`src/rtl/imem_pkg.sv`:
```
// Shared types and constants for the programmable instruction memory.
package imem_pkg;

  localparam int unsigned DATA_W_DEF = 8;
  localparam int unsigned ADDR_W_DEF = 6;

  // Controller states: post-reset zero fill, normal fetch service, program load.
  typedef enum logic [1:0] {
    ST_CLEAR = 2'd0,
    ST_IDLE  = 2'd1,
    ST_LOAD  = 2'd2
  } state_e;

  // Number of entries addressed by an addr_w-bit address.
  function automatic int unsigned depth_f(input int unsigned addr_w);
    return 32'd1 << addr_w;
  endfunction

endpackage

```
`src/rtl/imem_ram.sv`:
```
// Instruction store array: one synchronous write port and one synchronous
// read port. The array itself is never reset; only the read register is, so
// fetch data comes up as zero.
module imem_ram
  import imem_pkg::*;
#(
  parameter int unsigned DATA_W = DATA_W_DEF,
  parameter int unsigned ADDR_W = ADDR_W_DEF
) (
  input  logic              clk_i,
  input  logic              rst_ni,
  input  logic              we_i,
  input  logic [ADDR_W-1:0] waddr_i,
  input  logic [DATA_W-1:0] wdata_i,
  input  logic              re_i,
  input  logic [ADDR_W-1:0] raddr_i,
  output logic [DATA_W-1:0] rdata_o
);

  localparam int unsigned DEPTH = depth_f(ADDR_W);

  logic [DATA_W-1:0] mem_q [DEPTH];
  logic [DATA_W-1:0] rdata_q;

  // Array write port; clear and load share it, selected by the controller.
  always_ff @(posedge clk_i) begin
    if (we_i) begin
      mem_q[waddr_i] <= wdata_i;
    end
  end

  // Read register: updates only on an accepted fetch, otherwise holds.
  always_ff @(posedge clk_i) begin
    if (!rst_ni) begin
      rdata_q <= {DATA_W{1'b0}};
    end else if (re_i) begin
      rdata_q <= mem_q[raddr_i];
    end
  end

  assign rdata_o = rdata_q;

endmodule

```
`src/rtl/imem_prog.sv`:
```
// Programmable instruction memory: fetch port for the core, streaming
// program-load port for the host loader, and an optional post-reset clear.
module imem_prog
  import imem_pkg::*;
#(
  parameter int unsigned DATA_W         = DATA_W_DEF,
  parameter int unsigned ADDR_W         = ADDR_W_DEF,
  parameter bit          CLEAR_ON_RESET = 1'b1
) (
  input  logic              clk,
  input  logic              rst_n,
  input  logic              fetch_en,
  input  logic [ADDR_W-1:0] fetch_addr,
  output logic              fetch_ready,
  output logic              fetch_valid,
  output logic [DATA_W-1:0] fetch_data,
  input  logic              prog_start,
  input  logic [ADDR_W-1:0] prog_base,
  input  logic              prog_valid,
  input  logic [DATA_W-1:0] prog_data,
  input  logic              prog_last,
  output logic              prog_ready,
  output logic              prog_done,
  output logic              prog_err,
  output logic [ADDR_W:0]   prog_count,
  output logic              busy
);

  localparam logic [ADDR_W-1:0] LAST_ADDR   = {ADDR_W{1'b1}};
  localparam logic [ADDR_W:0]   LAST_COUNT  = {1'b0, LAST_ADDR};
  localparam state_e            RESET_STATE = CLEAR_ON_RESET ? ST_CLEAR : ST_IDLE;

  state_e            state_q, state_d;
  logic [ADDR_W-1:0] clr_ptr_q, clr_ptr_d;
  logic [ADDR_W-1:0] wr_ptr_q, wr_ptr_d;
  logic [ADDR_W:0]   count_q, count_d;
  logic              err_q, err_d;
  logic              done_q, done_d;
  logic              fvalid_q, fvalid_d;
  logic              fready_q, fready_d;
  logic              pready_q, pready_d;
  logic              busy_q, busy_d;

  logic              fetch_accept_s;
  logic              ram_we_s;
  logic [ADDR_W-1:0] ram_waddr_s;
  logic [DATA_W-1:0] ram_wdata_s;

  // Fetches are only served in IDLE, so reads never collide with writes.
  assign fetch_accept_s = (state_q == ST_IDLE) && fetch_en;

  // Next-state, pointer and write-port steering for clear and load.
  always_comb begin
    state_d     = state_q;
    clr_ptr_d   = clr_ptr_q;
    wr_ptr_d    = wr_ptr_q;
    count_d     = count_q;
    err_d       = err_q;
    done_d      = 1'b0;
    ram_we_s    = 1'b0;
    ram_waddr_s = wr_ptr_q;
    ram_wdata_s = prog_data;
    case (state_q)
      ST_CLEAR: begin
        ram_we_s    = 1'b1;
        ram_waddr_s = clr_ptr_q;
        ram_wdata_s = {DATA_W{1'b0}};
        clr_ptr_d   = clr_ptr_q + 1'b1;
        if (clr_ptr_q == LAST_ADDR) begin
          state_d = ST_IDLE;
        end else begin
          state_d = ST_CLEAR;
        end
      end
      ST_IDLE: begin
        if (prog_start) begin
          state_d  = ST_LOAD;
          wr_ptr_d = prog_base;
          count_d  = {(ADDR_W+1){1'b0}};
          err_d    = 1'b0;
        end else begin
          state_d = ST_IDLE;
        end
      end
      ST_LOAD: begin
        if (prog_valid) begin
          ram_we_s = 1'b1;
          wr_ptr_d = wr_ptr_q + 1'b1;
          count_d  = count_q + 1'b1;
          if (prog_last) begin
            state_d = ST_IDLE;
            done_d  = 1'b1;
          end else if (count_q == LAST_COUNT) begin
            // Every entry has been written once: stop rather than overwrite.
            state_d = ST_IDLE;
            done_d  = 1'b1;
            err_d   = 1'b1;
          end else begin
            state_d = ST_LOAD;
          end
        end else begin
          state_d = ST_LOAD;
        end
      end
      default: begin
        state_d = RESET_STATE;
      end
    endcase
    fvalid_d = fetch_accept_s;
    fready_d = (state_d == ST_IDLE);
    pready_d = (state_d == ST_LOAD);
    busy_d   = (state_d == ST_CLEAR) || (state_d == ST_LOAD);
  end

  // Controller state and registered status outputs.
  always_ff @(posedge clk) begin
    if (!rst_n) begin
      state_q   <= RESET_STATE;
      clr_ptr_q <= {ADDR_W{1'b0}};
      wr_ptr_q  <= {ADDR_W{1'b0}};
      count_q   <= {(ADDR_W+1){1'b0}};
      err_q     <= 1'b0;
      done_q    <= 1'b0;
      fvalid_q  <= 1'b0;
      fready_q  <= (RESET_STATE == ST_IDLE);
      pready_q  <= 1'b0;
      busy_q    <= (RESET_STATE == ST_CLEAR);
    end else begin
      state_q   <= state_d;
      clr_ptr_q <= clr_ptr_d;
      wr_ptr_q  <= wr_ptr_d;
      count_q   <= count_d;
      err_q     <= err_d;
      done_q    <= done_d;
      fvalid_q  <= fvalid_d;
      fready_q  <= fready_d;
      pready_q  <= pready_d;
      busy_q    <= busy_d;
    end
  end

  imem_ram #(
    .DATA_W (DATA_W),
    .ADDR_W (ADDR_W)
  ) u_ram (
    .clk_i   (clk),
    .rst_ni  (rst_n),
    .we_i    (ram_we_s),
    .waddr_i (ram_waddr_s),
    .wdata_i (ram_wdata_s),
    .re_i    (fetch_accept_s),
    .raddr_i (fetch_addr),
    .rdata_o (fetch_data)
  );

  assign fetch_ready = fready_q;
  assign fetch_valid = fvalid_q;
  assign prog_ready  = pready_q;
  assign prog_done   = done_q;
  assign prog_err    = err_q;
  assign prog_count  = count_q;
  assign busy        = busy_q;

endmodule

```
`config.mk`:
```
export PLATFORM = sky130hd
export DESIGN_NAME = imem_prog
export DESIGN_NICKNAME = d
export VERILOG_FILES = /design/src/rtl/imem_pkg.sv /design/src/rtl/imem_ram.sv /design/src/rtl/imem_prog.sv
export SDC_FILE = /design/constraint.sdc
export NUM_CORES = 1
export LEC_CHECK = 0
export ABC_AREA = 1
export CAP_MARGIN = 20
export CORE_MARGIN = 4
export CORE_UTILIZATION = 42
export DETAILED_ROUTE_END_ITERATION = 6
export PLACE_DENSITY_LB_ADDON = 0.08
export SLEW_MARGIN = 20
export SYNTH_ARGS = -nofsm -noshare
export SYNTH_HDL_FRONTEND = slang
export SYNTH_SLANG_ARGS = --single-unit
```
`constraint.sdc`:
```
create_clock -name clk -period 3.5 [get_ports clk]
set_input_delay 0.35 -clock clk [delete_from_list [all_inputs] [get_ports clk]]
set_output_delay 0.35 -clock clk [all_outputs]
set_load 0.01 [all_outputs]
```
==> metrics.json, run 1 <==
{
  "run_status": "complete, no violations",
  "grt_setup_unrepaired": "no",
  "pins_over_their_slew_limit": 0,
  "setup_violations": 0,
  "cts.sink_count": 547,
  "fillCellCount": 4841,
  "globalRouteTotalUtil_pct": 21.7,
  "crit_family": "simple AND/OR/NAND/NOR gates",
  "core_region_area_um2": 53000,
  "peak_clock_frequency_supported_by_timing_mhz": 362,
  "critPathKind": "reg2reg",
  "post_route_clock_period_utilization_pct": 78.9,
  "clk_pin_slew_ns": 0.06,
  "path_buf_inv": 2,
  "port_buffers": 46,
  "cts-buffers-inserted": 58,
  "biggest_area_contributors_in_the_synthesized_netlist": "sky130_fd_sc_hd__edfxtp_1 (68%), sky130_fd_sc_hd__nand3_1 (11%), sky130_fd_sc_hd__nand2_1 (10%)",
  "cts_hold_buffers": 0,
  "syn_avg_cell_area_um2": 11.5,
  "most-common-layout-cells": "sky130_fd_sc_hd__nand2_1 (614), sky130_fd_sc_hd__edfxtp_1 (512), sky130_fd_sc_hd__nand3_1 (482), sky130_fd_sc_hd__buf_4 (88), sky130_fd_sc_hd__nor2_1 (80)",
  "setup.reg_to_reg.worst_slack_ns": 0.74,
  "worstHoldPathType": "in2reg",
  "synth.cell_area_um2": 22600,
  "final_design_area_no_fill_um2": 26000,
  "max_slew.worst_pin.slew_ns": 0.945,
  "place.gp.congestion": 0.880,
  "clock_latency_ns": 0.62,
  "diodes": 0,
  "pre_cts_ws_ns": 0.773,
  "grt-ovfl-total": 0,
  "fraction_of_final_layout_cells_sized_beyond_drive_strength_1_pct": 10.5,
  "fp.dieH_um": 240,
  "ff_latch_area_um2": 16100,
  "cts_setup_buffers": 0,
  "netlist.top_cell.by_area": "sky130_fd_sc_hd__edfxtp_1",
  "ctsHtreeMaxLevel": 2,
  "post_synth_num_cell_types": 33,
  "post-synth-top-area-fraction_pct": 67.9,
  "synthesis.instances": 1976,
  "critical_path_arrival_ns": 3.07,
  "critical_path_required_ns": 3.81,
  "worst_slew_margin_rel_pct": 37.0,
  "setup.worst_path.start_class": "register",
  "die-width_um": 240,
  "vias_in_the_first_global_route": 14981,
  "total_die_area_um2": 57700,
  "hold_viol_final": 0,
  "clock_tree_root_buffer_cell": "sky130_fd_sc_hd__clkbuf_16",
  "grt_first_pass_wirelength_mm": 93.5,
  "p_leak_nw": 9.52,
  "initialDrtViolationCount": 1264,
  "cp_slowest_cell": "sky130_fd_sc_hd__nand4_2",
  "min_period_ns": 2.76,
  "avgViaCountPerCell": 5.44,
  "routed_wirelength_mm": 63.2,
  "detailed_place_hpwl_mm": 37.5,
  "antenna_violating_nets_post_route": 0,
  "most_common_cell_after_layout_fill_and_taps_aside": "sky130_fd_sc_hd__nand2_1",
  "drc_errors": 0,
  "avgRoutedWirePerCell_um": 22.6,
  "postSynthNetCount": 2005,
  "totalNegativeSetupSlack_ns": 0,
  "drt_first_pass_iters": 6,
  "placed_cell_area_um2": 24100,
  "yosysWarnings": 0,
  "tritoncts": "done",
  "worst-path-max-fanout": 14,
  "final_nets": 2094,
  "core.rowCount": 84,
  "synth-seq-area-share_pct": 71.0,
  "multiInputGateArea_um2": 5680,
  "power_density_nw_per_um2": 531,
  "timing.critical_path.to_type": "register",
  "i_o_pin_count": 47,
  "worst_clock_skew_ns": 0.0216,
  "ctsLongestPathBuffers": 3,
  "cts.repair.resized": 0,
  "grt_max_degree": 169,
  "crit_chain": "nor2_2 -> inv_2 -> nand2_1 -> nand4_2 -> nor2_1 -> buf_4",
  "power.ir.vdd_worst_mv": 0.399,
  "num_vias": 15217,
  "areaGrowthSynthToFinish_pct": 14.8,
  "synth-seq-cells": 547,
  "starting_density_of_the_core_pct": 42.8,
  "cpPeakStageDelay_ns": 0.61,
  "cap_viol_max_count": 0,
  "power.total_mw": 13.8,
  "setup_slack_ns": 0.738,
  "antenna_found_initial": 0,
  "final.hold.worst_slack_ns": 0.358
}
-- per-stage QoR --
stage / std cells / util, %
after floorplan: 1976 / -
final: 2798 / 49.1
after global routing: 2798 / 49.1
after detailed placement: 2693 / 45.6
after CTS: 2798 / 49.1
after global placement: 2693 / 45.6
-- layout make-up --
| class | instances | area share (%) |
|---|---|---|
| clock buffer | 69 | 5.74 |
| clock inverter | 36 | 1.36 |
| inverter | 48 | 0.722 |
| multi-input combinational | 1265 | 21.8 |
| sequential | 547 | 61.8 |
| tap | 688 | 3.31 |
| timing repair buffer | 145 | 5.18 |
-- cells by family (layout without fill, tap and decap cells) --
family | count (synthesis) | count (layout) | share of synthesized area (%)
DFF | 547 | 547 | 71.0
adders and majority gates | 3 | 3 | 0.166
and+or+nand+nor | 1206 | 1206 | 23.1
AOI/OAI and AO/OA | 53 | 53 | 1.44
buffers and inverters | 164 | 298 | 4.21
xor gates and xnor gates | 3 | 3 | 0.116
-- metal layers --
metal | track usage (%) | vias up | part of all wire, %
met1 | 30.1 | 7519 | 44
met5 | 0 | - | 0
met4 | 5.96 | 0 | 2.5
met3 | 2.98 | 98 | 5.8
met2 | 36.3 | 487 | 48
li1 | - | 7113 | -
-- worst paths after layout --
path	start	endpoint	cells after the start
min reg2reg	prog_err	prog_err	2
max	state_q[0]	u_ram.mem_q[45][0]	6
min	prog_base[3]	wr_ptr_q[3]	3
max reg2reg	state_q[0]	u_ram.mem_q[45][0]	6
-- state kept, by name, indices dropped and copies added, names as in the netlist --
signal / cells
u_ram.mem_q: 512
busy: 1
u_ram.rdata_o: 8
fetch_ready: 1
prog_ready: 1
state_q: 2
fetch_valid: 1
prog_done: 1
clr_ptr_q: 6
prog_count: 7
prog_err: 1
wr_ptr_q: 6
-- power breakdown --
| part | leakage, nW | internal (mW) | total (mW) | switching, mW |
|---|---|---|---|---|
| registers | 5.04 | 7.08 | 7.09 | 0.0101 |
| clock network | 0.900 | 3.48 | 6.00 | 2.52 |
| logic | 3.58 | 0.212 | 0.719 | 0.508 |
| total | 9.52 | 10.8 | 13.8 | 3.04 |
-- synthesized netlist by cell type, drive strengths merged --
master and count:
and3 1, ha 3, buf 101, inv 48, a221oi 1, a211oi 1, o211ai 1, edfxtp 512
o21a 10, nand2 617, o21ai 22, clkbuf 15, a21oi 15, o211a 1, nand4 11, nor3 5
xor2 3, nor2 89, dfxtp 35, a31oi 2, nand3 482, or2 1
-- worst min-delay path: cells and delay by family --
family / cells / cell delay (ns)
AOI/OAI and AO/OA: 1 / 0.08
buffers and inverters: 1 / 0.41
and+or+nand+nor: 1 / 0.07
No activity file was read; power rests on OpenSTA's default activity.
==> run 2, diff against run 1 <==
- clock period: 3.5 -> 2.7 ns (I/O delays scaled with it)
==> metrics.json, run 2 (synthesis results as in run 1) <==
{
  "num_vias": 14841,
  "critPathKind": "reg2reg",
  "cp_slowest_cell": "sky130_fd_sc_hd__nand4_2",
  "setup.worst_path.start_class": "register",
  "worstHoldPathType": "in2reg",
  "max_slew.worst_pin.slew_ns": 0.933,
  "pre_cts_ws_ns": 0.152,
  "worst_setup_path_endpoint": "u_ram.mem_q[5][6]",
  "wl_met2_mm": 28.6,
  "drc_errors": 0,
  "power_switching_mw": 3.90,
  "areaGrowthSynthToFinish_pct": 15.0,
  "pins_over_their_slew_limit": 0,
  "antenna_found_initial": 1,
  "avgRoutedWirePerCell_um": 21.2,
  "fp.dieH_um": 240,
  "crit_family": "simple AND/OR/NAND/NOR gates",
  "final_design_area_no_fill_um2": 26000,
  "ctsLongestPathBuffers": 3,
  "critical_path_arrival_ns": 2.71,
  "cts_hold_buffers": 0,
  "cts.sink_count": 547,
  "internal_power_of_the_cells_mw": 13.8,
  "vias_in_the_first_global_route": 14422,
  "initialDrtViolationCount": 1352,
  "grt-ovfl-total": 0,
  "grt_max_degree": 103,
  "min-delay-start": "prog_base[1]",
  "cpPeakStageDelay_ns": 0.51,
  "power_density_nw_per_um2": 680,
  "most-common-layout-cells": "sky130_fd_sc_hd__nand2_1 (614), sky130_fd_sc_hd__edfxtp_1 (512), sky130_fd_sc_hd__nand3_1 (482), sky130_fd_sc_hd__buf_4 (96), sky130_fd_sc_hd__nor2_1 (80)",
  "critical_path_required_ns": 3.01,
  "largest_register_ff_count": 512,
  "tritoncts": "done",
  "starting_density_of_the_core_pct": 42.8,
  "port_buffers": 46,
  "i_o_pin_count": 47,
  "avgViaCountPerCell": 5.29,
  "cts_setup_buffers": 0,
  "ctsHtreeMaxLevel": 2,
  "core.rowCount": 84,
  "peak_clock_frequency_supported_by_timing_mhz": 416,
  "cap_viol_max_count": 0,
  "grt_first_pass_wirelength_mm": 89.6,
  "path_buf_inv": 3,
  "die-width_um": 240,
  "post_route_clock_period_utilization_pct": 89.1,
  "share_clk_of_total_power_pct": 42.7,
  "placed_cell_area_um2": 24200,
  "combPwrFrac_pct": 5.4,
  "switching_share_pct": 22.0,
  "final_nets": 2103,
  "highest-signal-layer": "met4",
  "final.hold.worst_slack_ns": 0.289,
  "routed_wirelength_mm": 59.6,
  "setup_slack_ns": 0.294,
  "power.total_mw": 17.7,
  "worst-path-max-fanout": 12,
  "route.layer.met1.wl_mm": 26.5,
  "hold_viol_final": 0,
  "grt_setup_unrepaired": "no",
  "most_common_cell_after_layout_fill_and_taps_aside": "sky130_fd_sc_hd__nand2_1",
  "r2r_cells": 7,
  "setup_violations": 0,
  "clock_latency_ns": 0.60,
  "timing.critical_path.to_type": "register",
  "fraction_of_final_layout_cells_sized_beyond_drive_strength_1_pct": 10.7,
  "p_leak_nw": 9.56,
  "place.gp.congestion": 0.846,
  "cp_common_cell": "sky130_fd_sc_hd__buf_4",
  "antenna_violating_nets_post_route": 0,
  "worst_slew_margin_rel_pct": 37.8,
  "setup.reg_to_reg.worst_slack_ns": 0.29,
  "critical_path_cell_count": 7,
  "cts-buffers-inserted": 57,
  "crit_chain": "nor2_2 -> buf_4 -> o21ai_2 -> inv_2 -> nand4_2 -> nor2_1 -> buf_4",
  "total_die_area_um2": 57700,
  "p_seq_share_pct": 51.9,
  "largest_register": "u_ram.mem_q",
  "worst_clock_skew_ns": 0.0131,
  "crit_path_start": "state_q[0]",
  "fillCellCount": 4805,
  "detailed_place_hpwl_mm": 35.9,
  "critical_path.reg2reg.startpoint": "state_q[0]",
  "clk_pin_slew_ns": 0.06,
  "r2r_end": "u_ram.mem_q[5][6]",
  "globalRouteTotalUtil_pct": 20.7,
  "run_status": "complete, no violations",
  "met3_wirelength_mm": 3.07,
  "drt_first_pass_iters": 5,
  "min_period_ns": 2.41,
  "cts.repair.resized": 0,
  "core_region_area_um2": 53000,
  "power.ir.vdd_worst_mv": 0.491,
  "clock_tree_root_buffer_cell": "sky130_fd_sc_hd__clkbuf_16"
}
[run 2: layout make-up]
type | instances | area (um2) | area share [%]
antenna | 1 | 2.50 | 0.00961
tap | 688 | 861 | 3.31
timing repair buffer | 155 | 1450 | 5.56
multi-input combinational | 1265 | 5680 | 21.8
inverter | 48 | 188 | 0.721
clock buffer | 66 | 1500 | 5.77
sequential | 547 | 16100 | 61.7
clock inverter | 37 | 289 | 1.11
[run 2: worst reg2reg max path: cells and delay by family, from the launching register on]
kind / cells / cell delay, ns
buf+inv: 3 / 0.60
flops: 1 / 0.34
compound gates: 1 / 0.14
simple gates: 3 / 1.03
[run 2: how the worst min path moves through the flow]
stage / endpoint / depth (start not counted) / slack, ns
2_1_floorplan: wr_ptr_q[0] / 2 / 0.41
3_3_place_gp: prog_err / 2 / 0.45
3_5_place_dp: prog_err / 2 / 0.46
4_1_cts: wr_ptr_q[1] / 3 / 0.27
5_1_grt: wr_ptr_q[1] / 3 / 0.30
6_report: wr_ptr_q[1] / 3 / 0.29
[run 2: layer usage]
| layer | vias to the layer above | global-route usage, % |
|---|---|---|
| met5 | - | 0 |
| met4 | 0 | 5.65 |
| met3 | 88 | 2.84 |
| met2 | 364 | 34.1 |
| met1 | 7251 | 29.1 |
| li1 | 7138 | - |
[run 2: power groups by stage]
stage	clock network (mW)	registers, mW	logic (mW)
after floorplan	0	9.37	0.630
after global placement	0	9.37	0.956
after detailed placement	0	9.37	0.960
after CTS	7.74	9.19	0.962
after global routing	8.14	9.19	1.05
final	7.56	9.19	0.955
[run 2: stage by stage]
stage	setup TNS, ns	instances	util (%)
floorplan	-23.94	1976	-
global placement	0	2703	45.8
detailed placement	0	2703	45.8
CTS	0	2806	49.2
global route	0	2807	49.2
finish	0	2807	49.2
==> variant 1 (settings of run 2) <==
Register the output `prog_err` once more, without a reset; this adds one clock of latency there. The other outputs are not delayed to match.
--- a/src/rtl/imem_prog.sv
+++ b/src/rtl/imem_prog.sv
@@ -158,5 +158,7 @@
   assign prog_ready  = pready_q;
   assign prog_done   = done_q;
-  assign prog_err    = err_q;
+  always_ff @(posedge clk) begin
+    prog_err <= err_q;
+  end
   assign prog_count  = count_q;
   assign busy        = busy_q;
Behaviour: no difference found for any inputs over 10 cycles, from zero or initial values and one cycle with rst_n low; that may be too few to reach the edited logic, so the function may still have changed.
==> variant 1 against run 2 <==
Sequential cell count grew 1; power is 2.0% higher; setup slack improved by 17 ps; final area is 0.95% higher; combinational power increased by 2.6%; count of clock-buffer cells in the layout is 8 higher; routed wire length grew 3.4%; area after synthesis hardly changed; largest power group unchanged.
==> variant 1: results (changes against run 2) <==
initial antenna violation count 0 (was 1); Max FO, Critical Path 10 (was 12); worst skew pair latency 610 ps; Post-synth top cells nand2_1, edfxtp_1, nand3_1 (unchanged); Leakage 9.70 nW (was 9.56 nW); Post-Route WL 61600 µm (was 59600 µm); ranking of synthesized cells by area edfxtp_1, nand3_1, nand2_1 (unchanged); crit-path leading delay family simple AND/OR/NAND/NOR gates (unchanged); Synth Warn # 0 (unchanged); port bufs 46 (unchanged); Largest register FFs 512 (unchanged); slew margin rel. 42.0% (was 37.8%); DR iter-0 viols 1321 (was 1352); Synth cell types 33 (unchanged); CTS buffer count 59 (was 57); Worst path slowest cell nand2_1 (was nand4_2); CP max stage delay 390 ps (was 510 ps); Antenna Cells 0 (was 1); clock root cell clkbuf_16 (unchanged); Top FF cell, synth edfxtp_1 (unchanged); CP startpoint kind flip-flop (unchanged); DP HPWL 36600 µm (was 35900 µm); first-pass GRT wire length 92100 µm (was 89600 µm); async set-or-reset flop fraction in the synthesized netlist 0% (unchanged); PostCTS Resize Cnt 0 (unchanged); post-CTS setup buffer count 0 (unchanged); Routability Congestion 0.835 (was 0.846); Layout Skew 15.3 ps (was 13.1 ps); EDFF count, synth 512 (unchanged); share of the yosys chip area belonging to registers 71.0% (about the same); Max IR drop VDD 0.000500 V (was 0.000491 V); CTS HTree Levels 2 (unchanged); DR vias 15010 (was 14841); fin nets 2117 (was 2103); Max Buffers Root-to-Sink 3 (unchanged); syn_nets 2006 (was 2005); layout cells sized above 1 11.3% (was 10.7%); register bank with the most flops u_ram.mem_q (unchanged); R2R setup slack 310 ps (was 290 ps); vias in the first global route 14495 (was 14422); status completed (unchanged); fillers 4834 (was 4805); worst hold slack 258 ps (was 289 ps); MaxCap Viol Count 0 (unchanged); Reg clk slew, reported paths 60 ps (about the same); Placed Area 0.0244 mm² (was 0.0242 mm²); TritonRoute pass-1 iters 6 (was 5); Critical Path AT 2700 ps (was 2710 ps); Reg-to-Reg Start state_q[0] (unchanged); Worst Hold Launch prog_base[1] (unchanged); worst min path class in -> reg (unchanged); largest net degree at the start of global routing 117 (was 103); gr usage total 21.3% (was 20.7%)
-- variant 1: power by group --
group / total, W / switching, W / internal, W
registers: 0.00921 / 0.0000132 / 0.00919
clock network: 0.00787 / 0.00331 / 0.00457
logic: 0.000980 / 0.000675 / 0.000305
total: 0.0181 / 0.00400 / 0.0141
-- variant 1: logic make-up after synthesis --
group           after synthesis  synth area share, %
compound gates               53                 1.44
xor+xnor                      3                0.116
fa+ha+maj                     3                0.166
buf+inv                     164                 4.21
flops                       548                 71.0
simple gates               1206                 23.1
-- variant 1: tightest hold or removal path, delay by kind of cell --
family          cells  cell delay, ps
compound gates      1              70
buf+inv             1             400
simple gates        1              70
-- variant 1: worst paths after layout --
kind                        end  depth (start not counted)
min                 wr_ptr_q[1]                          3
max          u_ram.mem_q[41][0]                          7
max reg2reg  u_ram.mem_q[41][0]                          7
min reg2reg            prog_err                          0
-- variant 1: area by class of cell --
class,count,share of cell area [%]
multi-input combinational,1265,21.6
clock buffer,74,5.95
timing repair buffer,166,6.06
sequential,548,61.2
tap,688,3.27
clock inverter,35,1.19
inverter,48,0.714
-- variant 1: metrics by stage --
| stage | util [%] | cells | worst slack [ps] | TNS, ps |
|---|---|---|---|---|
| 2_1_floorplan | - | 1977 | -46.8 | -23940 |
| 3_3_place_gp | 46.1 | 2715 | 301 | 0 |
| 3_5_place_dp | 46.1 | 2715 | 235 | 0 |
| 4_1_cts | 49.6 | 2824 | 327 | 0 |
| 5_1_grt | 49.6 | 2824 | 158 | 0 |
| 6_report | 49.6 | 2824 | 311 | 0 |
-- variant 1: metal layers --
| metal | wire, µm | GRT usage [%] | up-vias |
|---|---|---|---|
| met3 | 3310 | 2.92 | 91 |
| met2 | 29100 | 34.0 | 445 |
| li1 | - | - | 7160 |
| met1 | 27600 | 30.8 | 7314 |
| met4 | 1550 | 6.07 | 0 |
| met5 | 0 | 0 | - |
==> variant 2 (settings of run 2) <==
Made on the original files. `CLEAR_ON_RESET`: 1'b1 -> 1'b0.
--- a/src/rtl/imem_prog.sv
+++ b/src/rtl/imem_prog.sv
@@ -6,5 +6,5 @@
   parameter int unsigned DATA_W         = DATA_W_DEF,
   parameter int unsigned ADDR_W         = ADDR_W_DEF,
-  parameter bit          CLEAR_ON_RESET = 1'b1
+  parameter bit          CLEAR_ON_RESET = 1'b0
 ) (
   input  logic              clk,
Behaviour: not the same (Yosys sat finds a counterexample within 4 cycles, from zero or initial values and one cycle with rst_n low).
==> variant 2 against run 2 <==
Critical path depth grew 1; sequential cell count unchanged; area after synthesis fell by 0.40%; power increased by 5.6%; setup slack worse by 11 ps; final area up 1.6%; global-route usage up 0.80 points; routed wire length grew 3.3%; highest routed layer unchanged.
==> variant 2: results (changes against run 2) <==
status completed (unchanged); R2R cell count 8 (was 7); largest net degree at the start of global routing 115 (was 103); CTS buffer count 58 (was 57); Worst path slowest cell nor2_8 (was nand4_2); DR iter-0 viols 1306 (was 1352); Routability Congestion 0.866 (was 0.846); pre-CTS setup slack 291 ps (was 152 ps); combinational share of power 8.3% (was 5.4%); Routed wire per std cell 21.8 µm (was 21.2 µm); Post-synth top cells nand2_1, edfxtp_1, nand3_1 (unchanged); Max FO, Critical Path 19 (was 12); switching pwr 0.00440 W (was 0.00390 W); syn_nets 2010 (was 2005); gr usage total 21.5% (was 20.7%); crit path launch state_q[0] (unchanged); Hold EP fetch_valid (was wr_ptr_q[1]); slew margin rel. 53.9% (was 37.8%); GR Layer Usage met1 30.5% (was 29.1%); worst hold slack 267 ps (was 289 ps); initial antenna violation count 0 (was 1); Layout Skew 18.3 ps (was 13.1 ps); CP max stage delay 460 ps (was 510 ps); Max IR drop VDD 0.000483 V (was 0.000491 V); Critical Path AT 2750 ps (was 2710 ps); Placed Area 0.0246 mm² (was 0.0242 mm²); WL met1 27400 µm (was 26500 µm); Antenna Cells 0 (was 1); Clock Power 0.00768 W (was 0.00756 W); RR Endpoint u_ram.mem_q[29][3] (was u_ram.mem_q[5][6]); met3 wire len 3110 µm (was 3070 µm); share of the yosys chip area belonging to registers 71.3% (was 71.0%); met3 GRT Util 2.65% (was 2.84%); DP HPWL 38100 µm (was 35900 µm); Leakage 9.62 nW (was 9.56 nW); first-pass GRT wire length 92700 µm (was 89600 µm); ranking of synthesized cells by area edfxtp_1, nand3_1, nand2_1 (unchanged); Combinational Power 0.00156 W (was 0.000955 W); Synth cell types 40 (was 33); DR vias 14982 (was 14841); fillers 4707 (was 4805); routed wl met2 29900 µm (was 28600 µm)
variant 2: cell types whose count changed in the layout (fill, tap and decap cells not counted), sizes merged, moves of 2 or more:
cell / delta
clkbuf: +12
buf: +11
clkinv: -5
nand2: +5
a21oi: +2
nor2: +4
o21ai: -5
variant 2: worst reg2reg max path, stage by stage (launching register included):
cell	delay, ps
dfxtp_1	410
nor2_8	460
inv_6	110
nor2_1	140
a21oi_2	60
inv_2	100
nand3_1	410
nor2_1	290
buf_4	170
variant 2: cell families after synthesis:
family | synth area share [%]
simple gates | 23.7
xor+xnor | 0.155
fa+ha+maj | 0.166
flops | 71.3
compound gates | 1.41
buf+inv | 3.32
variant 2: area by class of cell:
class                      count  area, µm²  share of cell area (%)
clock buffer                  78       1560                    5.89
clock inverter                30        277                    1.05
inverter                      48        194                   0.733
multi-input combinational   1270       5790                    21.9
sequential                   547      16100                    60.8
tap                          688        861                    3.25
timing repair buffer         166       1690                    6.40
